`config.mk`:
```
export PLATFORM = sky130hd
export DESIGN_NAME = blue_seq
export DESIGN_NICKNAME = d
export VERILOG_FILES = /design/src/rtl/blue_pkg.sv /design/src/rtl/blue_regfile.sv /design/src/rtl/blue_seq.sv
export SDC_FILE = /design/constraint.sdc
export NUM_CORES = 1
export LEC_CHECK = 0
export BUFFER_PORTS_ARGS = -buffer_cell sky130_fd_sc_hd__buf_4
export CORE_ASPECT_RATIO = 1.2
export CORE_MARGIN = 8
export CORE_UTILIZATION = 55
export CTS_CLUSTER_DIAMETER = 100
export DETAILED_ROUTE_END_ITERATION = 10
export GPL_TIMING_DRIVEN = 0
export PLACE_DENSITY = 0.86
export REMOVE_ABC_BUFFERS = 1
export SYNTH_ARGS = -nofsm -noshare
export SYNTH_HDL_FRONTEND = slang
export SYNTH_SLANG_ARGS = --single-unit
```
`constraint.sdc`:
```
create_clock -name clk -period 10 [get_ports clk]
set_clock_uncertainty 0.1 [all_clocks]
set_input_delay 2 -clock clk [delete_from_list [all_inputs] [get_ports clk]]
set_output_delay 2 -clock clk [all_outputs]
set_load 0.03 [all_outputs]
```
`src/rtl/blue_pkg.sv`:
```
// Shared definitions for the blue micro-sequencer: instruction classes,
// field positions, FSM states and ZNC flag indices.
package blue_pkg;

  typedef enum logic [1:0] {
    CLS_ALU  = 2'b00,
    CLS_LDI  = 2'b01,
    CLS_BR   = 2'b10,
    CLS_HALT = 2'b11
  } cls_e;

  typedef enum logic [1:0] {
    IDLE  = 2'b00,
    FETCH = 2'b01,
    EXEC  = 2'b10,
    DONE  = 2'b11
  } state_e;

  localparam int CLS_HI   = 31;
  localparam int CLS_LO   = 30;
  localparam int DST_HI   = 29;
  localparam int DST_LO   = 28;
  localparam int SRCA_HI  = 27;
  localparam int SRCA_LO  = 26;
  localparam int SRCB_HI  = 25;
  localparam int SRCB_LO  = 24;
  localparam int PAIR_BIT = 23;
  localparam int MASK_HI  = 26;
  localparam int MASK_LO  = 24;
  localparam int IMM_HI   = 15;
  localparam int IMM_LO   = 0;

  // Flag ordering matches the datapath ZNC bus.
  localparam int FLAG_Z = 2;
  localparam int FLAG_N = 1;
  localparam int FLAG_C = 0;

endpackage

```
`src/rtl/blue_regfile.sv`:
```
// 4x16 register file: two operand read ports, one debug read port,
// a primary write port and a pair write port that commit on the same edge.
module blue_regfile (
  input  logic        clk,
  input  logic        reset,
  input  logic [1:0]  ra_sel_i,
  input  logic [1:0]  rb_sel_i,
  input  logic [1:0]  dbg_sel_i,
  output logic [15:0] ra_data_o,
  output logic [15:0] rb_data_o,
  output logic [15:0] dbg_data_o,
  input  logic        wa_en_i,
  input  logic [1:0]  wa_sel_i,
  input  logic [15:0] wa_data_i,
  input  logic        wb_en_i,
  input  logic [1:0]  wb_sel_i,
  input  logic [15:0] wb_data_i
);

  logic [15:0] regs_q [4];

  // NOTE: this array is four flops, not a RAM macro, so it takes the async
  // reset like any other state; a real memory would be left unreset.
  always_ff @(posedge clk or posedge reset) begin
    if (reset) begin
      for (int i = 0; i < 4; i++) regs_q[i] <= '0;
    end else begin
      if (wa_en_i) regs_q[wa_sel_i] <= wa_data_i;
      if (wb_en_i) regs_q[wb_sel_i] <= wb_data_i;
    end
  end

  assign ra_data_o  = regs_q[ra_sel_i];
  assign rb_data_o  = regs_q[rb_sel_i];
  assign dbg_data_o = regs_q[dbg_sel_i];

endmodule

```
`src/rtl/blue_seq.sv`:
```
// Micro-sequencer that fetches instructions from external program memory
// and drives the blue ALU datapath, with LDI, ZNC branches and step-limit abort.
module blue_seq
  import blue_pkg::*;
#(
  parameter int PROG_AW   = 6,
  parameter int MAX_STEPS = 1024
) (
  input  logic               clk,
  input  logic               reset,
  input  logic               start,
  input  logic [PROG_AW-1:0] prog_base,
  output logic               busy,
  output logic               done,
  output logic               err,
  output logic [PROG_AW-1:0] prog_addr,
  input  logic [31:0]        prog_data,
  output logic [15:0]        blue_op,
  output logic [15:0]        blue_a,
  output logic [15:0]        blue_b,
  output logic [2:0]         blue_znc_in,
  input  logic [15:0]        blue_a_res,
  input  logic [15:0]        blue_b_res,
  input  logic [2:0]         blue_znc_res,
  input  logic [1:0]         rd_sel,
  output logic [15:0]        rd_data,
  output logic [2:0]         znc
);

  state_e             state_q;
  logic [PROG_AW-1:0] pc_q;
  logic [16:0]        step_q;
  logic               err_q;
  logic [2:0]         znc_q;

  cls_e               cls;
  logic [1:0]         dst;
  logic [1:0]         src_a;
  logic [1:0]         src_b;
  logic               pair;
  logic [2:0]         mask;
  logic [15:0]        imm;
  logic [PROG_AW-1:0] target;
  logic               in_exec;
  logic               br_taken;
  logic               last_step;
  logic [PROG_AW-1:0] pc_inc;
  logic [15:0]        ra_data;
  logic [15:0]        rb_data;
  logic               wa_en;
  logic [15:0]        wa_data;
  logic               wb_en;
  logic               unused_insn_bits;

  assign cls    = cls_e'(prog_data[CLS_HI:CLS_LO]);
  assign dst    = prog_data[DST_HI:DST_LO];
  assign src_a  = prog_data[SRCA_HI:SRCA_LO];
  assign src_b  = prog_data[SRCB_HI:SRCB_LO];
  assign pair   = prog_data[PAIR_BIT];
  assign mask   = prog_data[MASK_HI:MASK_LO];
  assign imm    = prog_data[IMM_HI:IMM_LO];
  assign target = prog_data[PROG_AW-1:0];
  assign unused_insn_bits = &{1'b0, prog_data[22:16]};

  assign in_exec   = (state_q == EXEC);
  assign pc_inc    = pc_q + 1'b1;
  assign br_taken  = (mask == 3'b000) || ((znc_q & mask) != 3'b000);
  assign last_step = ((step_q + 17'd1) == 17'(MAX_STEPS));

  // Operands are read at the start of EXEC, so a pair write aliasing a
  // source still sees the old value; both writes land on the same edge.
  assign wa_en   = in_exec && ((cls == CLS_ALU) || (cls == CLS_LDI));
  assign wa_data = (cls == CLS_LDI) ? imm : blue_a_res;
  assign wb_en   = in_exec && (cls == CLS_ALU) && pair;

  blue_regfile u_regfile (
    .clk        (clk),
    .reset      (reset),
    .ra_sel_i   (src_a),
    .rb_sel_i   (src_b),
    .dbg_sel_i  (rd_sel),
    .ra_data_o  (ra_data),
    .rb_data_o  (rb_data),
    .dbg_data_o (rd_data),
    .wa_en_i    (wa_en),
    .wa_sel_i   (dst),
    .wa_data_i  (wa_data),
    .wb_en_i    (wb_en),
    .wb_sel_i   (dst ^ 2'b01),
    .wb_data_i  (blue_b_res)
  );

  // NOTE: sequential state uses non-blocking assignments only, so every
  // branch below reads the pre-edge values of the other registers.
  always_ff @(posedge clk or posedge reset) begin
    if (reset) begin
      state_q <= IDLE;
      pc_q    <= '0;
      step_q  <= '0;
      err_q   <= 1'b0;
      znc_q   <= 3'b000;
    end else begin
      case (state_q)
        IDLE: begin
          if (start) begin
            pc_q    <= prog_base;
            step_q  <= '0;
            err_q   <= 1'b0;
            state_q <= FETCH;
          end
        end
        FETCH: state_q <= EXEC;
        EXEC: begin
          step_q <= step_q + 17'd1;
          case (cls)
            CLS_ALU: begin
              znc_q <= blue_znc_res;
              pc_q  <= pc_inc;
            end
            CLS_LDI: pc_q <= pc_inc;
            CLS_BR:  pc_q <= br_taken ? target : pc_inc;
            default: ;
          endcase
          if (cls == CLS_HALT) begin
            state_q <= DONE;
          end else if (last_step) begin
            err_q   <= 1'b1;
            state_q <= DONE;
          end else begin
            state_q <= FETCH;
          end
        end
        default: state_q <= IDLE;
      endcase
    end
  end

  assign busy        = (state_q == FETCH) || (state_q == EXEC);
  assign done        = (state_q == DONE);
  assign err         = err_q;
  assign prog_addr   = pc_q;
  assign blue_op     = in_exec ? imm : 16'h0000;
  assign blue_a      = in_exec ? ra_data : 16'h0000;
  assign blue_b      = in_exec ? rb_data : 16'h0000;
  assign blue_znc_in = znc_q;
  assign znc         = znc_q;

endmodule

```
==> impl_metrics.csv <==
group,metric,value,unit
die,die_w,115,um
clocking,clk_latency,0.35,ns
clocking,cts_hold_buf,0,
run_status,status,"complete, no violations",
yosys,synth_most_common_cell,"dfrtp_1",
route,drtPass1Iterations,5,
yosys,synth_commonest_cells,"93 x dfrtp_1, 89 x o21ai_0, 83 x nor2_1",
worst_setup_path,cp.required,7.90,ns
place,gp_congestion,0.860,
yosys,synth.top_cell.area_share,0.359,
pwr,peakVddDrop,0.000222,V
pwr,p_leak,0.00341,uW
yosys,yosysWarnings,0,
job,drv_cap,0,
clocking,clk_pin_slew,0.07,ns
pwr,power.density,260,nW/um^2
clocking,cts_tree,"yes",
yosys,synth-seq-area-share,0.359,
worst_setup_path,worst_setup_path_start_kind,"input port",
sta,timing.final.ws_setup,4.63,ns
final_layout,num-nets-final,898,
yosys,synth_area_per_cell,9.20,um^2
global_route,grt_pass1_wl,31400,um
yosys,synth.area.top_cells,"dfrtp_1 36%, mux4_2 17%, o21ai_0 6.9%, a21oi_1 5.8%, and2_1 4.8%",
route,vias,6310,
worst_setup_path,worstSetupPathType,"in -> out",
clocking,ctsResizeCount,0,
sta,timing_hold_violations_final,0,
clocking,clock_sinks,93,
worst_setup_path,critPathMaxStageDelay,0.59,ns
route,vias_per_cell,6.47,
worst_setup_path,cp_max_fo,18,
worst_setup_path,critPathMostFrequentCell,"buf_4",
yosys,yosys.area.top_type,"dfrtp_1",
final_layout,area_delta_synth_final,23.4,%
route,routed_wl,20600,um
yosys,async_reset_ff_frac,1.00,
global_route,grt_pass1_vias,6230,
yosys,synth-seq-cells,93,
sta,tightestPinTransition,1.28,ns
clocking,clockRootBuffer,"clkbuf_16",
route,drc,0,
die,rows,43,
global_route,antenna_found_initial,0,
route,wl_per_cell,21.1,um
sta,rsz0062_at_grt,"false",
sta,drv_slew,0,
die,initial_core_util,0.563,
worst_setup_path,arrival,3.27,ns
global_route,grt_overflow,0,
place,placed_cells,958,
die,dieArea,15500,um^2
sta,fmax,0.186,GHz
die,core-area,11500,um^2
global_route,grt_max_degree,59,
yosys,synth_ff_type,"dfrtp_1",
clocking,cts_setup_buffers,0,
place,io_buffers,149,
place,hpwl,13800,um
place,preCtsSetupSlack,4.64,ns
die,die_y,135,um
worst_setup_path,crit_slowest_cell,"mux4_2",
sta,period_needed,5.37,ns
final_layout,layout-drive-gt1-share,0.299,
yosys,synth.distinct_cells,56,
worst_setup_path,cp-end-kind,"output pin",
yosys,synth-edff-count,0,
final_layout,layout.cells.non_filler,976,
yosys,syn_inst,704,
sta,relSlewSlack,0.145,
route,ant_nets,0,
sta,tns,0,ns
clocking,cts_htree_levels,3,
clocking,clock_path_buffers,2,
global_route,grtUsageTotal,0.256,
final_layout,antenna_cells,0,
min_path,min_path_type,"reg -> reg",
route,drt_first_iter_violations,577,
sta,finalCritPeriodShare,0.537,
die,pin_count,157,
clocking,cts_buffers,9,
sta,setup_viol,0,
yosys,synth_area,6480,um^2
worst_setup_path,crit_chain,"buf_4 > mux4_2 > and2_1 > buf_4",
flip-flops by register name (all words and copies together), names as in the netlist:
| register | cells |
|---|---|
| u_regfile.regs_q | 64 |
| step_q | 17 |
| prog_addr | 6 |
| blue_znc_in | 3 |
| state_q | 2 |
| err | 1 |
worst max-delay path, delay by kind of cell:
kind | cells | cell delay, ns
muxes | 1 | 0.59
buffers and inverters | 2 | 0.51
and+or+nand+nor | 1 | 0.17
routing by layer:
layer | track usage | vias to the layer above | wire, um
met5 | 0 | - | 0
met3 | 0.0491 | 63 | 2060
met4 | 0.124 | 0 | 581
met2 | 0.432 | 409 | 10300
li1 | - | 2744 | -
met1 | 0.304 | 3094 | 7640
report_power, final:
part / internal (uW) / switching (uW)
Clock: 219 / 148
Combinational: 459 / 571
Sequential: 521 / 162
Total: 1200 / 881
cells by family (layout without fill, tap and decap cells):
| logic type | Yosys count | count (layout) | share of synthesized area |
|---|---|---|---|
| adders and majority gates | 6 | 6 | 0.0116 |
| muxes | 71 | 71 | 0.204 |
| xor gates and xnor gates | 9 | 9 | 0.0122 |
| buffers and inverters | 64 | 179 | 0.0489 |
| DFF | 93 | 93 | 0.359 |
| and+or+nand+nor | 269 | 269 | 0.206 |
| AOI/OAI and AO/OA | 192 | 192 | 0.158 |
area by class of cell:
cell class / count / area, um^2
clock buffer: 12 / 236
clock inverter: 4 / 72.6
fill: 890 / 3520
inverter: 6 / 25.0
multi-input combinational: 547 / 3860
sequential: 93 / 2330
tap: 157 / 196
timing repair buffer: 157 / 1280
placed cells by master, fill, tap and decap left out, types with 2 or more instances in the layout:
cell,count
and3_1,3
nor4_1,4
nand2_2,3
o22ai_1,2
dfrtp_1,93
or3_1,2
inv_1,5
bufinv_16,2
a22oi_1,5
nor3_4,2
xnor2_1,4
buf_4,149
mux2_2,3
clkbuf_16,9
o21ai_0,89
nor2_1,81
nor2_2,2
o21ai_1,5
mux4_2,48
nand3_1,11
clkbuf_1,3
nand2b_1,5
o31ai_1,5
or2_2,2
xor2_1,5
a31oi_1,2
a21oi_1,75
ha_1,5
buf_8,5
nor3_1,3
mux2i_1,19
nand2_1,76
o211ai_1,2
and2_1,50
nand4_1,7
buf_16,3
a211o_1,2
worst paths after layout:
check | slack (ns) | startpoint | cells past startpoint | to
min in group asynchronous | 1.60 | reset | 2 | u_regfile.regs_q[2]
max reg2reg | 6.68 | state_q[0] | 7 | u_regfile.regs_q[60]
min reg2reg | 0.43 | step_q[16] | 2 | step_q[16]
max in group asynchronous | 7.54 | reset | 3 | blue_znc_in[0]
max | 4.63 | prog_data[24] | 4 | blue_b[3]
min | 0.43 | step_q[16] | 2 | step_q[16]
metrics by stage:
step | instance area [um^2] | utilization | hold WS, ns | power, uW
6_report | 8000 | 0.695 | 0.431 | 2080
5_1_grt | 8000 | 0.695 | 0.474 | 2180
4_1_cts | 7950 | 0.691 | 0.424 | 2060
3_5_place_dp | 7640 | 0.664 | 0.410 | 1700
3_3_place_gp | 7500 | 0.651 | 0.389 | 1640
2_1_floorplan | 6190 | - | 0.370 | 1330
(Power assumes the default switching activity.)
